==> config.mk <==
export PLATFORM = sky130hd
export DESIGN_NAME = ahb_default_slave_ext
export DESIGN_NICKNAME = d
export VERILOG_FILES = /design/src/rtl/ahb_default_slave_ext.sv
export SDC_FILE = /design/constraint.sdc
export NUM_CORES = 1
export LEC_CHECK = 0
export ABC_AREA = 0
export CORE_UTILIZATION = 37
export DETAILED_ROUTE_END_ITERATION = 7
export GPL_TIMING_DRIVEN = 1
export PLACE_DENSITY = 0.9
export SYNTH_ARGS = -nofsm -noshare
export SYNTH_HDL_FRONTEND = slang
export SYNTH_SLANG_ARGS = --single-unit
==> constraint.sdc <==
create_clock -name HCLK -period 3 [get_ports HCLK]
set_clock_uncertainty 0.2 [all_clocks]
set_input_delay 0.9 -clock HCLK [delete_from_list [all_inputs] [get_ports HCLK]]
set_output_delay 0.9 -clock HCLK [all_outputs]
set_load 0.01 [all_outputs]
==> src/rtl/ahb_default_slave_ext.sv <==
// ----------------------------------------------------------------------------
// ahb_default_slave_ext
//
// AHB default slave. The address decoder selects it (HSEL) for every
// transfer that lands in unmapped address space. It answers each accepted
// NONSEQ/SEQ transfer with optional wait states followed by either the
// two-cycle ERROR response (RESP_MODE=1) or a single OKAY cycle
// (RESP_MODE=0, read-as-zero / write-ignored, read data = RDATA_VALUE).
// In RESP_MODE=1 it also logs the first faulting transfer and counts errors.
//
// Ports
//   HCLK, HRESETn   clock, asynchronous active-low reset
//   HSEL            default-slave select from the decoder
//   HADDR, HWRITE   address / direction of the transfer (logged)
//   HTRANS          IDLE=00 BUSY=01 NONSEQ=10 SEQ=11
//   HSIZE, HBURST, HWDATA, HMASTLOCK   not used by this slave
//   HMASTER         id of the master owning the address phase (logged)
//   HREADYIN        bus-wide HREADY from the response mux
//   HREADY, HRESP   slave ready and response (OKAY=00, ERROR=01)
//   HRDATA          read data, non-zero only in an RESP_MODE=0 read response
//   HSPLIT          split-resume vector, tied to zero
//   err_clear       one-cycle pulse clearing err_valid and err_count
//   err_valid/addr/master/write   first captured fault
//   err_count       saturating fault counter
//   state_dbg       current FSM state (IDLE=0 WAIT=1 ERR1=2 ERR2=3 DONE=4)
//
// Handshake: a transfer is accepted on the rising HCLK edge that ends its
// address phase, i.e. when HSEL, HREADYIN and HTRANS[1] are all high at that
// edge. The data phase lasts until HREADY is seen high; while HREADY is low
// the bus holds the next address phase.
// ----------------------------------------------------------------------------
module ahb_default_slave_ext #(
    parameter int                ADDR_W      = 32,
    parameter int                DATA_W      = 32,
    parameter int                NUM_MASTERS = 4,
    parameter int                WAIT_STATES = 0,
    parameter int                RESP_MODE   = 1,
    parameter logic [DATA_W-1:0] RDATA_VALUE = '0,
    parameter int                CNT_W       = 8
) (
    input  logic                   HCLK,
    input  logic                   HRESETn,
    input  logic                   HSEL,
    input  logic [ADDR_W-1:0]      HADDR,
    input  logic                   HWRITE,
    input  logic [1:0]             HTRANS,
    input  logic [2:0]             HSIZE,
    input  logic [2:0]             HBURST,
    input  logic [DATA_W-1:0]      HWDATA,
    input  logic [3:0]             HMASTER,
    input  logic                   HMASTLOCK,
    input  logic                   HREADYIN,
    output logic                   HREADY,
    output logic [1:0]             HRESP,
    output logic [DATA_W-1:0]      HRDATA,
    output logic [NUM_MASTERS-1:0] HSPLIT,
    input  logic                   err_clear,
    output logic                   err_valid,
    output logic [ADDR_W-1:0]      err_addr,
    output logic [3:0]             err_master,
    output logic                   err_write,
    output logic [CNT_W-1:0]       err_count,
    output logic [2:0]             state_dbg
);

    localparam logic [1:0] RESP_OKAY  = 2'b00;
    localparam logic [1:0] RESP_ERROR = 2'b01;

    typedef enum logic [2:0] {
        ST_IDLE = 3'd0,
        ST_WAIT = 3'd1,
        ST_ERR1 = 3'd2,
        ST_ERR2 = 3'd3,
        ST_DONE = 3'd4
    } state_t;

    // State entered once the wait states (if any) have elapsed.
    localparam state_t RESP_STATE  = (RESP_MODE != 0) ? ST_ERR1 : ST_DONE;
    // State entered on the edge that accepts a transfer.
    localparam state_t FIRST_STATE = (WAIT_STATES > 0) ? ST_WAIT : RESP_STATE;
    // The WAIT state is entered with this count and left when it reaches 0,
    // giving exactly WAIT_STATES low-HREADY OKAY cycles.
    localparam logic [3:0] WAIT_LOAD = 4'((WAIT_STATES > 0) ? WAIT_STATES - 1 : 0);
    localparam logic [CNT_W-1:0] CNT_MAX = '1;

    state_t state_q, state_d;
    logic [3:0] wait_cnt_q, wait_cnt_d;
    logic write_q, write_d;
    logic accept;
    logic take;
    logic ready_d;
    logic [1:0] resp_d;
    logic [DATA_W-1:0] rdata_d;

    assign accept = HSEL & HREADYIN & HTRANS[1];

    always_comb begin
        state_d    = state_q;
        wait_cnt_d = wait_cnt_q;
        write_d    = write_q;
        take       = 1'b0;
        case (state_q)
            // HREADY is high in these states, so a new address phase can end here.
            ST_IDLE, ST_ERR2, ST_DONE: begin
                if (accept) begin
                    take = 1'b1;
                end else begin
                    state_d = ST_IDLE;
                end
            end
            ST_WAIT: begin
                if (wait_cnt_q == 4'd0) begin
                    state_d = RESP_STATE;
                end else begin
                    wait_cnt_d = wait_cnt_q - 4'd1;
                end
            end
            ST_ERR1: state_d = ST_ERR2;
            default: state_d = ST_IDLE;
        endcase
        if (take) begin
            state_d    = FIRST_STATE;
            wait_cnt_d = WAIT_LOAD;
            write_d    = HWRITE;
        end
    end

    // Bus outputs are decoded from the next state so that they come straight
    // out of flops in the cycle the state is entered.
    always_comb begin
        ready_d = !((state_d == ST_WAIT) || (state_d == ST_ERR1));
        resp_d  = ((state_d == ST_ERR1) || (state_d == ST_ERR2)) ? RESP_ERROR : RESP_OKAY;
        rdata_d = ((state_d == ST_DONE) && !write_d) ? RDATA_VALUE : '0;
    end

    always_ff @(posedge HCLK or negedge HRESETn) begin
        if (!HRESETn) begin
            state_q    <= ST_IDLE;
            wait_cnt_q <= 4'd0;
            write_q    <= 1'b0;
            HREADY     <= 1'b1;
            HRESP      <= RESP_OKAY;
            HRDATA     <= '0;
        end else begin
            state_q    <= state_d;
            wait_cnt_q <= wait_cnt_d;
            write_q    <= write_d;
            HREADY     <= ready_d;
            HRESP      <= resp_d;
            HRDATA     <= rdata_d;
        end
    end

    // Error log. A clear coinciding with a new fault makes that fault the
    // first one: it is captured and the count restarts at 1.
    always_ff @(posedge HCLK or negedge HRESETn) begin
        if (!HRESETn) begin
            err_valid  <= 1'b0;
            err_addr   <= '0;
            err_master <= 4'd0;
            err_write  <= 1'b0;
            err_count  <= '0;
        end else if (RESP_MODE != 0) begin
            if (take) begin
                if (err_clear || !err_valid) begin
                    err_valid  <= 1'b1;
                    err_addr   <= HADDR;
                    err_master <= HMASTER;
                    err_write  <= HWRITE;
                end
                if (err_clear) begin
                    err_count <= CNT_W'(1);
                end else if (err_count != CNT_MAX) begin
                    err_count <= err_count + CNT_W'(1);
                end
            end else if (err_clear) begin
                err_valid <= 1'b0;
                err_count <= '0;
            end
        end
    end

    assign HSPLIT    = '0;
    assign state_dbg = state_q;

    logic unused_inputs;
    assign unused_inputs = ^{HSIZE, HBURST, HWDATA, HMASTLOCK};

endmodule

# ---- Word level (Yosys, flattened, before mapping)
# Index checks and enable logic that the tools add are counted.
dict set report totals {
  ff_bits 55
  latchBits 0
  ramBits 0
  rom_bits 0
  input_bits 83
  output_inout_bits 88
  elab_cells 55
  n_memories 0
}
dict set report op_classes {
  n_addsub 2
  multipliers 0
  n_div 0
  order_cmp 0
  n_eq_ne 10
  shifts 0
  muxes 17
  n_bitwise 2
  n_reduce_logical 15
}
# cell n
set ops {}
lappend ops {{$mux W8} 4}
lappend ops {{$eq A3 B2 Y1 const B} 4}
lappend ops {{$mux W4} 3}
lappend ops {{$mux W3} 3}
lappend ops {{$pmux W3 S3} 1}
lappend ops {{$add A8 B1 Y8 const B} 1}
lappend ops {{$ne A8 B8 Y1 const B} 1}
lappend ops {{$reduce_and A2 Y1} 4}
lappend ops {{$eq A3 B1 Y1 const B} 2}
lappend ops {{$mux W1} 6}
lappend ops {{$reduce_bool A2 Y1} 3}
lappend ops {{$logic_not A4 Y1} 1}
lappend ops {{$sub A4 B1 Y4 const B} 1}
lappend ops {{$eq A3 B3 Y1 const B} 1}
lappend ops {{$logic_not A3 Y1} 1}
lappend ops {{$logic_or A1 B1 Y1} 3}
lappend ops {{$reduce_or A3 Y1} 1}
lappend ops {{$and A1 B1 Y1} 2}
lappend ops {{$logic_not A1 Y1} 2}
lappend ops {{$ne A2 B1 Y1 const B} 1}
lappend ops {{$ne A2 B2 Y1 const B} 1}

# ---- Logic depth before layout (Yosys ltp)
# Gate-level depths: netlist (run 1).
dict set report logic_depth {
  word_depth 8
  ltp_mapped 6
  ltp_nobuf 6
}

# ---- Least setup slack after synthesis (run 1)
# OpenSTA, ideal clock, no wires.
dict set report synth_timing {
  path_type {input to register}
  from {input port HTRANS[1]}
  to {register err_addr[10]}
  setup_time_ns 0.125
  arrival_time_ns 2.104
  t_required_ns 2.675
  setup_slack_ns 0.571
  cell_stages 5
  n_path_buf 1
  path_cell_list {nand3_1 a211o_1 a21oi_4 buf_8 mux2_4}
}
dict set report synth_between {
  elab_chain_len 4
}
# item line
set synth_rtl {}
lappend synth_rtl {{start, declared} 46} ;# input logic [1:0] HTRANS,
lappend synth_rtl {{$and A1 B1 Y1} 95} ;# assign accept = HSEL & HREADYIN & HTRANS[1];
lappend synth_rtl {{$mux W1} 105} ;# if (accept) begin
lappend synth_rtl {{$mux W1} 102} ;# case (state_q)
lappend synth_rtl {{$reduce_and A2 Y1 (no line)} --}
lappend synth_rtl {{end signal, assigned} 159} ;# err_addr <= '0;
lappend synth_rtl {{end signal, assigned} 167} ;# err_addr <= HADDR;
lappend synth_rtl {{end, declared} 59} ;# output logic [ADDR_W-1:0] err_addr,
# No other way between the ends.
# A chain may end at the register's enable or synchronous reset.

# ---- Worst setup path after layout (run 1)
dict set report layout_timing {
  from {input port HTRANS[1]}
  to {register err_count[4]}
}
dict set report layout_between {
  elab_chain_len 5
  word_cells_on_any_way 6
  classes_between {mux: 3; bitwise: 1; reduce/logical: 2}
}
# item line
set layout_rtl {}
lappend layout_rtl {{$and A1 B1 Y1 *} 95}
lappend layout_rtl {{$mux W1 *} 105}
lappend layout_rtl {{$mux W1 *} 102}
lappend layout_rtl {{$reduce_bool A2 Y1 (no line)} --}
lappend layout_rtl {{$reduce_and A2 Y1 (no line)} --}
lappend layout_rtl {{end signal, assigned} 174} ;# err_count <= err_count + CNT_W'(1);
lappend layout_rtl {{end, declared} 62} ;# output logic [CNT_W-1:0] err_count,
# Every way passes the cells marked *; elsewhere a longest branch is shown, timed or not.

==> impl_metrics.ini, run 1 <==
[status]
outcome = finished clean

[routing]
ant_nets = 0
dr.first_iter.drc_count = 21
post_drt_wl_per_cell_um = 13.4
vias = 1828
vias_per_cell = 4.54
met2_length_um = 2720
wl_um = 5390
firstDrtPassIters = 4
drcViolationCount = 0
routed.top_layer = met4
wl_met1_um = 2310
wl_met3_um = 327

[critical_path]
required_ns = 3.04
reg2reg_from = state_dbg[2]$_DFF_PN0_
start_kind = input pin
path_max_fanout = 14
end_kind = flip-flop
cp.arrival_ns = 2.65
critPathKind = input pin to flip-flop
critPathLaunch = HTRANS[1]

[finish]
fin_util_pct = 53.4
fin_cells = 403
drive_gt1_share_pct = 17.9
final_nets = 392
antenna_cells = 0
syn_to_final_growth_pct = 37.1
n_fill_cell = 593

[floorplan]
placementRows = 30
ioPinCount = 171
dieWidth_um = 87.5
die_area_mm2 = 0.00766
start_util_pct = 39.0
coreArea_mm2 = 0.00694
die_y_um = 87.5

[timing]
period_share_pct = 87.2
fmax_mhz = 382
drv_slew = 0
final.setup.tns_ns = 0
hold_viol_final = 0
setup_viol = 0
relSlewSlack_pct = 64.8
period_needed_ns = 2.61
tightest_slew_ns = 0.528
rsz0062_at_grt = false

[cts]
cts_resized = 0
clock_sinks = 55
clkTransAtPathRegs_ns = 0.10
cts_buffer_depth = 2
cts_tree = done
clock_latency_ns = 0.30
htreeDepth = 2
postCtsHoldBufs = 0
numCtsBuffers = 5
cts_root_buf = clkbuf_8
postCtsSetupBuffers = 0

[yosys]
synth.most_common_cell = dfrtp_1
avgSynthCellArea_um2 = 13.1
synth.distinct_cells = 39
yosysWarnings = 0
async_flop_share_pct = 100
synth_area_leaders = dfrtp_1, mux2_4, buf_4
syn_inst = 206
ys_ff_latch = 55
synth_top_area_cell = dfrtp_1
synth_flop_cell = dfrtp_1
synth_top_cell_area_share_pct = 50.0
synth-seq-area-share_pct = 50.9
synthTopCellsByCount = dfrtp_1, buf_4, mux2_4, a21oi_1, mux2_2
synth-edff-count = 0
syn_area_mm2 = 0.00271

[global_routing]
grt_start_max_net_pins = 35
track_usage_pct = 13.6
grt_pass1_wl_um = 8050
grt_pass1_vias = 1726
antenna_found_initial = 0
grt_overflow_total = 0

[place]
hpwl_um = 3980
portBuffers = 93
finalWeightedCongestion = 0.809
place_inst = 395

[flow_run]
cap_violations = 0

[power_and_ir_drop]
p_leak_nw = 1.61
peakVddDrop_v = 0.000263
power_density_mw_per_mm2 = 778

[min_path]
hold_class = flip-flop to flip-flop
min_from = wait_cnt_q[3]$_DFFE_PN0P_
-- cell families (layout without fill, tap and decap cells) --
logic type | count (synthesis) | after routing | synth area share (%)
AND/OR/NAND/NOR | 35 | 35 | 6.98
other | 1 | 38 | 0.139
buffers and inverters | 46 | 110 | 12.8
AO/OA/AOI/OAI | 25 | 25 | 6.80
multiplexers | 39 | 39 | 20.3
XOR/XNOR | 2 | 2 | 0.648
adder cells (fa/ha/maj) | 3 | 3 | 1.39
flip-flops | 55 | 55 | 50.9
-- layout make-up --
type	count	area [um2]	share of cell area, %
tap	96	120	3.24
inverter	3	11.3	0.304
clock inverter	2	12.5	0.337
clock buffer	6	72.6	1.96
timing repair buffer	99	996	26.8
sequential	55	1380	37.1
multi-input combinational	142	1120	30.2
-- final timing paths --
| path | cells after the start | slack (ns) | end |
|---|---|---|---|
| min in group asynchronous | 1 | 0.37 | state_dbg[0]$_DFF_PN0_ |
| max reg2reg | 5 | 0.84 | err_count[4]$_DFFE_PN0P_ |
| min reg2reg | 1 | 0.29 | wait_cnt_q[3]$_DFFE_PN0P_ |
| max in group asynchronous | 2 | 1.66 | err_addr[16]$_DFFE_PN0P_ |
| min | 1 | 0.29 | wait_cnt_q[3]$_DFFE_PN0P_ |
| max | 6 | 0.39 | err_count[4]$_DFFE_PN0P_ |
-- metrics by stage --
stage	area [um2]	setup slack, ns	hold slack (ns)	total power, mW
floorplan	2840	0.571	0.246	1.85
global placement	3620	0.104	0.264	2.48
detailed placement	3620	0.0538	0.276	2.51
CTS	3710	0.384	0.289	2.92
global route	3710	0.334	0.316	3.06
finish	3710	0.385	0.294	2.89
-- layout by cell type, fill, tap and decap left out, types with 2 or more instances in the layout --
cell type and instances:
nand3_1 5, ha_1 3, o21ai_0 2, clkdlybuf4s50_1 92
conb_1 38, a211oi_1 4, buf_4 4, xnor2_1 2
or4_1 2, clkbuf_8 5, a21oi_1 8, buf_12 2
nor3_1 5, nand2_1 6, nor2b_1 2, mux2_4 30
nand2b_1 2, inv_1 3, and3_1 3, mux2i_1 2
nor2_1 5, mux2_2 7, dfrtp_1 54, o31ai_1 2
-- state kept, by name, summed over array words and instances, names as in the netlist --
register	count
err_write	1
err_addr	32
state_dbg	3
wait_cnt_q	4
err_master	4
err_valid	1
HREADY	1
HRESP	1
err_count	8
-- worst max-delay path: stages --
cell,delay [ns]
clkdlybuf4s50_1,0.45
nand3_1,0.12
a211o_1,0.30
buf_4,0.20
or4_1,0.52
a21oi_1,0.15
-- where the power goes --
group / switching [mW] / internal, mW
Clock: 0.229 / 0.164
Sequential: 0.170 / 1.03
Combinational: 0.445 / 0.853
Total: 0.843 / 2.04
-- metal layers --
metal | vias to the layer above | global-route usage, %
met3 | 4 | 2.56
met5 | - | 0
met1 | 897 | 15.8
li1 | 846 | -
met2 | 81 | 24.8
met4 | 0 | 4.77
(Power assumes the default switching activity.)
==> run 2: changes to the inputs <==
--- a/config.mk
+++ b/config.mk
@@ -6,10 +6,14 @@
 export NUM_CORES = 1
 export LEC_CHECK = 0
 export ABC_AREA = 0
-export CORE_UTILIZATION = 37
+export CELL_PAD_IN_SITES_DETAIL_PLACEMENT = 2
+export CELL_PAD_IN_SITES_GLOBAL_PLACEMENT = 2
+export CORE_UTILIZATION = 22
+export CTS_CLUSTER_SIZE = 14
 export DETAILED_ROUTE_END_ITERATION = 7
 export GPL_TIMING_DRIVEN = 1
-export PLACE_DENSITY = 0.9
+export PLACE_DENSITY = 0.91
+export SLEW_MARGIN = 20
 export SYNTH_ARGS = -nofsm -noshare
 export SYNTH_HDL_FRONTEND = slang
 export SYNTH_SLANG_ARGS = --single-unit
==> run 2 against run 1 <==
Net effect: critical path depth unchanged; via count up 3.1%; critical path type unchanged; final cell count up 13%; sequential power about the same; largest cell class unchanged.
==> impl_metrics.ini, run 2 (synthesized netlist as in run 1, its figures left out) <==
[global_routing]
track_usage_pct = 11.3
grt_pass1_wl_um = 11100
grt_pass1_vias = 2079
antenna_found_initial = 0
grt_start_max_net_pins = 38
grt_overflow_total = 0

[critical_path]
worstPathCellList = clkdlybuf4s50_1 -> nand3_1 -> a211o_1 -> buf_4 -> or4_1 -> a21oi_1
crit_family = buffers and inverters
path_max_fanout = 14
required_ns = 3.02
end_kind = flip-flop
critPathBufInv = 2
worstRegToRegCells = 5
path_depth = 6
start_kind = input pin
cp_slowest_cell = or4_1
cp.arrival_ns = 2.67
max_stage_delay_ns = 0.51
critPathKind = input pin to flip-flop

[finish]
regMostFlops = err_addr
antenna_cells = 0
mostFrequentLayoutCells = clkdlybuf4s50_1, dfrtp_1, conb_1
drive_gt1_share_pct = 18.8
fin_area_mm2 = 0.00385
reg_top3 = err_addr (32), err_count (8)
largest_reg_flops = 32
final_nets = 394
final_common_cell = clkdlybuf4s50_1
syn_to_final_growth_pct = 42.3

[min_path]
hold_class = flip-flop to flip-flop
hold_depth = 1

[floorplan]
placementRows = 40
dieWidth_um = 113
die_area_mm2 = 0.0127
start_util_pct = 22.5
ioPinCount = 171
die_y_um = 113
coreArea_mm2 = 0.0120

[routing]
post_drt_wl_per_cell_um = 15.5
firstDrtPassIters = 4
vias = 1884
drcViolationCount = 0
vias_per_cell = 4.13
wl_um = 7050
ant_nets = 0
dr.first_iter.drc_count = 54

[timing]
post-route-worst-setup-slack_ns = 0.348
hold_viol_final = 0
final.setup.tns_ns = 0
relSlewSlack_pct = 41.9
fin_hold_ws_ns = 0.288
rsz0062_at_grt = false
period_share_pct = 88.4
period_needed_ns = 2.65
setup_viol = 0
drv_slew = 0
tightest_slew_ns = 0.871
fmax_mhz = 377

[flow_run]
cap_violations = 0

[status]
outcome = finished clean

[power_and_ir_drop]
swShare_pct = 29.9
switchingPower_uw = 934
p_comb_share_pct = 42.7
clockPowerShare_pct = 18.4
p_int_mw = 2.19
p_leak_nw = 1.65
peakVddDrop_v = 0.000193
p_seq_share_pct = 38.8
power_density_mw_per_mm2 = 813

[cts]
clock_sinks = 55
postCtsHoldBufs = 0
htreeDepth = 2
cts_resized = 0
clock_latency_ns = 0.29
cts_root_buf = clkbuf_16
clkTransAtPathRegs_ns = 0.07
cts_buffer_depth = 2
postCtsSetupBuffers = 0
cts_tree = done
numCtsBuffers = 5

[place]
hpwl_um = 5470
finalWeightedCongestion = 0.730
portBuffers = 93
dpl-instance-area_mm2 = 0.00370
place_ws_ns = 0.0541
[run 2: routing by layer]
metal	global-route usage [%]	up-vias	share of wire, %
met5	0	-	0
met4	3.68	0	1.3
met3	2.25	5	6.4
met2	21.4	88	53
met1	12.5	941	39
li1	-	850	-
[run 2: worst paths after layout]
kind | slack (ns) | start | endpoint
worst max-delay path | 0.35 | HSEL | err_count[5]$_DFFE_PN0P_
worst min-delay path | 0.29 | wait_cnt_q[3]$_DFFE_PN0P_ | wait_cnt_q[3]$_DFFE_PN0P_
worst max register to register | 0.81 | state_dbg[2]$_DFF_PN0_ | err_count[5]$_DFFE_PN0P_
worst min register to register | 0.29 | wait_cnt_q[3]$_DFFE_PN0P_ | wait_cnt_q[3]$_DFFE_PN0P_
max in group asynchronous | 1.39 | HRESETn | err_addr[23]$_DFFE_PN0P_
min in group asynchronous | 0.52 | HRESETn | err_addr[26]$_DFFE_PN0P_
[run 2: layout make-up]
type	instances	area, um2
multi-input cells	142	1120
well taps	147	184
inverters	3	11.3
clock inverters	3	20.0
repair buffers	101	1010
clock buffers	5	125
flip-flops and latches	55	1380
fillers	1296	8160
[run 2: power by group through the flow]
stage | Clock [mW] | Combinational [mW] | Sequential, mW
detailed placement | 0 | 1.35 | 1.23
global placement | 0 | 1.30 | 1.20
finish | 0.577 | 1.34 | 1.22
global route | 0.631 | 1.42 | 1.26
CTS | 0.606 | 1.36 | 1.22
floorplan | 0 | 0.526 | 1.33
[run 2: per-stage QoR]
stage	instances	util (%)	power [mW]
after global placement	448	30.8	2.50
after floorplan	243	-	1.85
final	456	32.0	3.13
after detailed placement	448	30.8	2.58
after CTS	456	32.0	3.19
after global routing	456	32.0	3.30
[run 2: worst register-to-register path, cell delays in order (launching register included)]
cell	delay [ns]
dfrtp_1	0.44
nand2b_1	0.22
a211o_1	0.38
buf_4	0.21
or4_1	0.51
a21oi_1	0.16
==> run 3: changes to the inputs <==
==> constraint.sdc (replaced) <==
create_clock -name HCLK -period 3 [get_ports HCLK]
set_clock_uncertainty 0.2 [all_clocks]
set_input_delay 0.9 -clock HCLK [delete_from_list [all_inputs] [get_ports HCLK]]
set_output_delay 0.9 -clock HCLK [all_outputs]
set_load 0.02 [all_outputs]
==> results of run 3 <==
The final DEF is identical to that of run 2. Status: finished clean.
Main changes from that run: total power 3.13 mW -> 3.36 mW; worst IR drop on VDD 0.000193 V -> 0.000197 V
